### config.mk
export PLATFORM = sky130hd
export DESIGN_NAME = bcd_to_bin_seq
export DESIGN_NICKNAME = d
export VERILOG_FILES = /design/src/rtl/bcd_to_bin_seq_pkg.sv /design/src/rtl/bcd_sub3_adj.sv /design/src/rtl/bcd_to_bin_seq.sv
export SDC_FILE = /design/constraint.sdc
export NUM_CORES = 1
export LEC_CHECK = 0
export CAP_MARGIN = 10
export CELL_PAD_IN_SITES_DETAIL_PLACEMENT = 0
export CELL_PAD_IN_SITES_GLOBAL_PLACEMENT = 1
export CORE_MARGIN = 5
export CORE_UTILIZATION = 35
export CTS_CLUSTER_SIZE = 25
export DETAILED_ROUTE_END_ITERATION = 8
export GPL_TIMING_DRIVEN = 0
export PLACE_DENSITY = 0.8
export SYNTH_ARGS = -nofsm -noshare
export SYNTH_HDL_FRONTEND = slang
export SYNTH_SLANG_ARGS = --single-unit
### constraint.sdc
create_clock -name clock -period 1.6 [get_ports clock]
set_input_delay 0.48 -clock clock [delete_from_list [all_inputs] [get_ports clock]]
set_output_delay 0.48 -clock clock [all_outputs]
set_load 0.05 [all_outputs]
### src/rtl/bcd_to_bin_seq_pkg.sv
// ---------------------------------------------------------------------------
// bcd_to_bin_seq_pkg
//   Shared constants, FSM state encoding and small helpers for the sequential
//   BCD-to-binary converter (reverse double-dabble).
// ---------------------------------------------------------------------------
package bcd_to_bin_seq_pkg;

  // Width of one BCD digit.
  localparam int BCD_NIBBLE = 4;

  // Largest legal decimal digit value.
  localparam logic [BCD_NIBBLE-1:0] DIGIT_MAX = 4'd9;

  // Reverse double-dabble correction: after a right shift, a digit that
  // reads 8 or more received a "ten" (worth 16/2 = 8) from its upper
  // neighbour, which must be worth 5. Subtracting 3 fixes it.
  localparam logic [BCD_NIBBLE-1:0] ADJ_THRESH = 4'd8;
  localparam logic [BCD_NIBBLE-1:0] ADJ_SUB    = 4'd3;

  typedef enum logic [1:0] {
    IDLE = 2'd0,
    CONV = 2'd1,
    DONE = 2'd2
  } state_e;

  // Per-digit correction used by every digit slice.
  function automatic logic [BCD_NIBBLE-1:0] sub3_adj(input logic [BCD_NIBBLE-1:0] n);
    return (n >= ADJ_THRESH) ? (n - ADJ_SUB) : n;
  endfunction

  // True when a nibble does not hold a decimal digit.
  function automatic logic nibble_illegal(input logic [BCD_NIBBLE-1:0] n);
    return (n > DIGIT_MAX);
  endfunction

endpackage

### src/rtl/bcd_sub3_adj.sv
// ---------------------------------------------------------------------------
// bcd_sub3_adj
//   Combinational per-digit correction for reverse double-dabble:
//   nib_out = (nib_in >= 8) ? nib_in - 3 : nib_in. No borrow leaves the digit.
//
// Ports:
//   nib_in   in  4  digit value after the right shift
//   nib_out  out 4  corrected digit value
// ---------------------------------------------------------------------------
module bcd_sub3_adj
  import bcd_to_bin_seq_pkg::*;
(
  input  logic [BCD_NIBBLE-1:0] nib_in,
  output logic [BCD_NIBBLE-1:0] nib_out
);

  always_comb begin
    nib_out = sub3_adj(nib_in);
  end

endmodule

### src/rtl/bcd_to_bin_seq.sv
// ---------------------------------------------------------------------------
// bcd_to_bin_seq
//   Sequential BCD-to-binary converter. A {bcd, W'b0} register is shifted
//   right once per cycle and every digit nibble is then corrected
//   (>=8 -> -3). After W steps the low W bits hold the binary value.
//   Valid/ready handshake on both sides; one conversion in flight at a time.
//
//   Timing: accept edge loads the register, W edges perform the steps and
//   one more edge latches the result, so out_valid rises W+1 edges after
//   the accept edge.
//
// Optional feature (macro BCD_DIGIT_CHECK_EN):
//   defined   - a nibble > 9 on the accept edge makes the result err=1,
//               bin_out=0, delivered with the normal latency/handshake.
//   undefined - no check; err is constant 0.
//
// Ports:
//   clock      in   1          system clock
//   reset      in   1          asynchronous, active-high reset
//   in_valid   in   1          BCD word presented
//   in_ready   out  1          converter idle, can accept
//   bcd_in     in   4*DIGITS   packed digits, MSD in the top nibble
//   out_valid  out  1          result available
//   out_ready  in   1          consumer accepts result
//   bin_out    out  W          binary result
//   busy       out  1          conversion in progress
//   err        out  1          illegal input digit, qualified by out_valid
// ---------------------------------------------------------------------------
module bcd_to_bin_seq
  import bcd_to_bin_seq_pkg::*;
#(
  parameter int DIGITS = 3,
  parameter int W      = 10
) (
  input  logic                         clock,
  input  logic                         reset,
  input  logic                         in_valid,
  output logic                         in_ready,
  input  logic [BCD_NIBBLE*DIGITS-1:0] bcd_in,
  output logic                         out_valid,
  input  logic                         out_ready,
  output logic [W-1:0]                 bin_out,
  output logic                         busy,
  output logic                         err
);

  localparam int BW = BCD_NIBBLE * DIGITS;  // BCD field width
  localparam int SW = BW + W;               // whole shift register width
  localparam int CW = $clog2(W + 1);        // step counter width

`ifdef BCD_DIGIT_CHECK_EN
  localparam bit CHECK_EN = 1'b1;
`else
  localparam bit CHECK_EN = 1'b0;
`endif

  // -------------------------------------------------------------------------
  // State
  // -------------------------------------------------------------------------
  state_e          state_q,     state_d;
  logic [SW-1:0]   sr_q,        sr_d;
  logic [CW-1:0]   cnt_q,       cnt_d;
  logic [W-1:0]    bin_q,       bin_d;
  logic            out_valid_q, out_valid_d;
  logic            in_ready_q,  in_ready_d;
  logic            busy_q,      busy_d;
  logic            err_q,       err_d;
  logic            bad_q,       bad_d;   // illegal digit seen on accept

  // -------------------------------------------------------------------------
  // One reverse double-dabble step: shift right, then correct each digit.
  // -------------------------------------------------------------------------
  logic [SW-1:0] sr_shift;
  logic [SW-1:0] sr_step;

  assign sr_shift          = sr_q >> 1;
  assign sr_step[W-1:0]    = sr_shift[W-1:0];

  for (genvar g = 0; g < DIGITS; g++) begin : g_adj
    bcd_sub3_adj u_adj (
      .nib_in  (sr_shift[W + g*BCD_NIBBLE +: BCD_NIBBLE]),
      .nib_out (sr_step [W + g*BCD_NIBBLE +: BCD_NIBBLE])
    );
  end

  // Any illegal digit in the word being presented.
  logic bcd_bad;
  always_comb begin
    bcd_bad = 1'b0;
    for (int i = 0; i < DIGITS; i++) begin
      if (nibble_illegal(bcd_in[i*BCD_NIBBLE +: BCD_NIBBLE])) bcd_bad = 1'b1;
    end
  end

  // -------------------------------------------------------------------------
  // Next-state logic
  // -------------------------------------------------------------------------
  always_comb begin
    // NOTE: every _d starts from its _q so no path through the case leaves a
    // signal unassigned; without these defaults synthesis would infer latches.
    state_d     = state_q;
    sr_d        = sr_q;
    cnt_d       = cnt_q;
    bin_d       = bin_q;
    out_valid_d = out_valid_q;
    in_ready_d  = in_ready_q;
    busy_d      = busy_q;
    err_d       = err_q;
    bad_d       = bad_q;

    unique case (state_q)
      IDLE: begin
        if (in_valid && in_ready_q) begin
          sr_d       = {bcd_in, {W{1'b0}}};
          cnt_d      = CW'(W);
          bad_d      = CHECK_EN ? bcd_bad : 1'b0;
          in_ready_d = 1'b0;
          busy_d     = 1'b1;
          state_d    = CONV;
        end
      end

      CONV: begin
        if (cnt_q == '0) begin
          // All W steps done: present the result (forced to 0 on error).
          bin_d       = bad_q ? '0 : sr_q[W-1:0];
          err_d       = bad_q;
          out_valid_d = 1'b1;
          busy_d      = 1'b0;
          state_d     = DONE;
        end else begin
          sr_d  = sr_step;
          cnt_d = cnt_q - CW'(1);
        end
      end

      DONE: begin
        if (out_ready) begin
          out_valid_d = 1'b0;
          err_d       = 1'b0;
          bad_d       = 1'b0;
          in_ready_d  = 1'b1;
          state_d     = IDLE;
        end
      end

      default: begin
        state_d     = IDLE;
        out_valid_d = 1'b0;
        in_ready_d  = 1'b1;
        busy_d      = 1'b0;
        err_d       = 1'b0;
      end
    endcase
  end

  // -------------------------------------------------------------------------
  // Registers. Reset clears the datapath too, so an interrupted conversion
  // can never leak partial bits into a later result.
  // -------------------------------------------------------------------------
  always_ff @(posedge clock or posedge reset) begin
    // NOTE: sequential state uses non-blocking assignments so every flop
    // samples pre-edge values regardless of statement order.
    if (reset) begin
      state_q     <= IDLE;
      sr_q        <= '0;
      cnt_q       <= '0;
      bin_q       <= '0;
      out_valid_q <= 1'b0;
      in_ready_q  <= 1'b1;
      busy_q      <= 1'b0;
      err_q       <= 1'b0;
      bad_q       <= 1'b0;
    end else begin
      state_q     <= state_d;
      sr_q        <= sr_d;
      cnt_q       <= cnt_d;
      bin_q       <= bin_d;
      out_valid_q <= out_valid_d;
      in_ready_q  <= in_ready_d;
      busy_q      <= busy_d;
      err_q       <= err_d;
      bad_q       <= bad_d;
    end
  end

  assign in_ready  = in_ready_q;
  assign out_valid = out_valid_q;
  assign bin_out   = bin_q;
  assign busy      = busy_q;
  assign err       = err_q;

endmodule

==> out/metrics.csv <==
metric,value,unit
status,"finished, violations left",
violations,negative setup slack,
critPathSlowestCell,dfrtp_1,
total_power,4.449,mW
grt_pass1_vias,1368,
fin_crit_sh,1.122,
report.final.slew_viol_count,0,
drt_pass1_iterations,4,
worst-path-buf-inv,2,
drc,0,
wl,3959,µm
cts.sinks,41,
dieArea,6919,µm²
synth_seq_area_share,0.5481,
grtUsageTotal,0.1210,
cp-start-kind,flop,
clockBufferDepth,2,
synthCells,170,
crit_fanout,5,
finalClockSkew,0.008840,ns
syn2layout_area_growth,30.77,%
min_period,1.796,ns
endpoint_kind,flop,
drv_cap,0,
worstMarginPinSlew,0.8291,ns
io_buffers,28,
setup_tns,-2.708,ns
p_leak,1.136,nW
cp-endpoint,sr_q[15],
power_density,1815,nW/µm²
setup_violations,27,
hold_viol,0,
reg2reg_to,sr_q[15],
hold_path.class,flop to flop,
syn_nets,192,
slew_headroom,0.4465,
async_flop_share,1.000,
insertion_delay,0.30,ns
path_delay_family,compound AO/OA/AOI/OAI gates,
final_common_cell,dfrtp_1,
mostFrequentLayoutCells,"dfrtp_1, nand2_1, nor2_1, clkdlybuf4s50_1, clkdlybuf4s15_2",
regToRegStartpoint,cnt_q[1],
h-tree-depth,2,
synth_top_area_frac,0.5340,
synth_edf_count,0,
critical_path_depth,7,
rsz0062_at_grt,yes,
regToRegSetupSlack,-0.20,ns
path_cells,inv_2 > ha_4 > or3b_4 > o211ai_4 > buf_6 > nor3_2 > a221o_1,
critPathArrivalTime,1.98,ns
ys_ff_latch,41,
floorplan.initialDensity,0.3647,
synth_area,1874,µm²
place.gp.congestion,0.7501,
die_h,83.18,µm
fp.coreArea,5140,µm²
yosysTopAreaCell,dfrtp_1,
io_pins,30,
antenna_cells,0,
setup_ws,-0.1957,ns
grt_antenna_before_repair,0,
r2r_cells,7,
grt_max_degree,42,
vdd_drop_max,0.0006789,V
timing.fmax,556.9,MHz
num_vias,1353,
via_per_inst,4.798,
layout.nets,233,
ys_warn_count,0,
crit_type,flop to flop,
detail-route-antenna-nets,0,
dieWidth,83.18,µm
overflow,0,
root_buffer,clkbuf_8,
dpl_worst_slack,-0.4788,ns
cts_tree,built,
post_drt_wl_per_cell,14.04,µm
avgSynthCellArea,11.03,µm²
worstPathRequired,1.78,ns
synth-main-ff-cell,dfrtp_1,
synth_cell_types,37,
crit_start,cnt_q[1],
cts_buffers,5,
drt_iter0_markers,124,
hpwl,2679,µm
slowest_delay,0.39,ns
rows,26,
grt_pass1_wl,6762,µm
clk_pin_slew_worst_paths,0.09,ns
ys_top_cells_by_area,"dfrtp_1, mux2_2, a22o_1",
layout-drive-gt1-share,0.2783,
holdPathStages,2,
-- power breakdown --
part / total [mW] / internal [mW] / switching, mW
Combinational: 2.06 / 0.891 / 1.17
Clock: 0.672 / 0.301 / 0.370
Sequential: 1.71 / 1.41 / 0.301
-- kinds of logic (layout without fill, tap and decap cells) --
family | after synthesis | after routing | share of synthesized area
adder cells (fa/ha/maj) | 6 | 6 | 0.04005
AO/OA/AOI/OAI | 45 | 45 | 0.1696
flip-flops | 41 | 41 | 0.5481
buffers and inverters | 19 | 61 | 0.05207
multiplexers | 11 | 11 | 0.06542
AND/OR/NAND/NOR | 42 | 42 | 0.09947
XOR/XNOR | 5 | 5 | 0.02336
other | 1 | 1 | 0.002001
-- stage by stage --
step	area [µm²]	instances	hold slack [ns]	utilization
4_1_cts	2399	281	0.5011	0.4667
3_3_place_gp	2242	268	0.4652	0.4362
2_1_floorplan	1874	170	0.4507	-
5_1_grt	2451	282	0.5193	0.4769
3_5_place_dp	2242	268	0.4846	0.4362
6_report	2451	282	0.4949	0.4769
-- Yosys cell counts, types with 3 or more instances --
library cell  number
dfrtp_1           40
nand2_1           16
nor2_1            14
a22o_1            11
mux2_2            10
inv_1              9
a21oi_1            8
o21ai_0            8
a31oi_1            6
buf_2              6
ha_1               6
xnor2_1            4
nor2b_1            3
nor3_1             3
-- what timing repair did --
action | CTS | global route
buffers inserted | 5 | 1
hold buffers | 0 | 0
pin swaps | 2 | 5
endpoints found under the hold margin | 0 | 0
resized for setup | 47 | 15
setup endpoints to repair | 51 | 37
-- sequential cells by signal, summed over array words and instances, names as in the netlist --
register,flops
sr_q,22
bin_out,10
cnt_q,4
state_q,2
busy,1
in_ready,1
out_valid,1
-- routing by layer --
layer | up-vias | wire, µm | GRT usage | part of all wire
li1 | 675 | - | - | -
met1 | 644 | 1959 | 0.1631 | 0.49
met2 | 29 | 1746 | 0.1866 | 0.44
met3 | 5 | 194 | 0.03168 | 0.049
met4 | 0 | 58 | 0.04458 | 0.015
met5 | - | 0 | 0 | 0
-- worst min path at each step --
stage	startpoint	end	slack [ns]
2_1_floorplan	sr_q[10]	sr_q[10]	0.45
3_3_place_gp	sr_q[10]	sr_q[10]	0.47
3_5_place_dp	sr_q[10]	sr_q[9]	0.48
4_1_cts	sr_q[10]	sr_q[9]	0.50
5_1_grt	bin_out[2]	bin_out[2]	0.52
6_report	sr_q[10]	sr_q[10]	0.49
-- worst min-delay path: cells and delay by family (launching register included) --
family	cells	cell delay [ns]
AOI/OAI and AO/OA	1	0.06
and+or+nand+nor	1	0.05
DFF	1	0.35
-- cell type report --
cell class	count	area, µm²
fill	511	2689
clock inverter	3	17.52
inverter	10	40.04
clock buffer	5	68.82
timing repair buffer	34	347.8
multi-input combinational	110	797.0
sequential	41	1027
tap	70	87.58
buffer	9	65.06
Note: power is estimated with default switching activity, not from simulation.
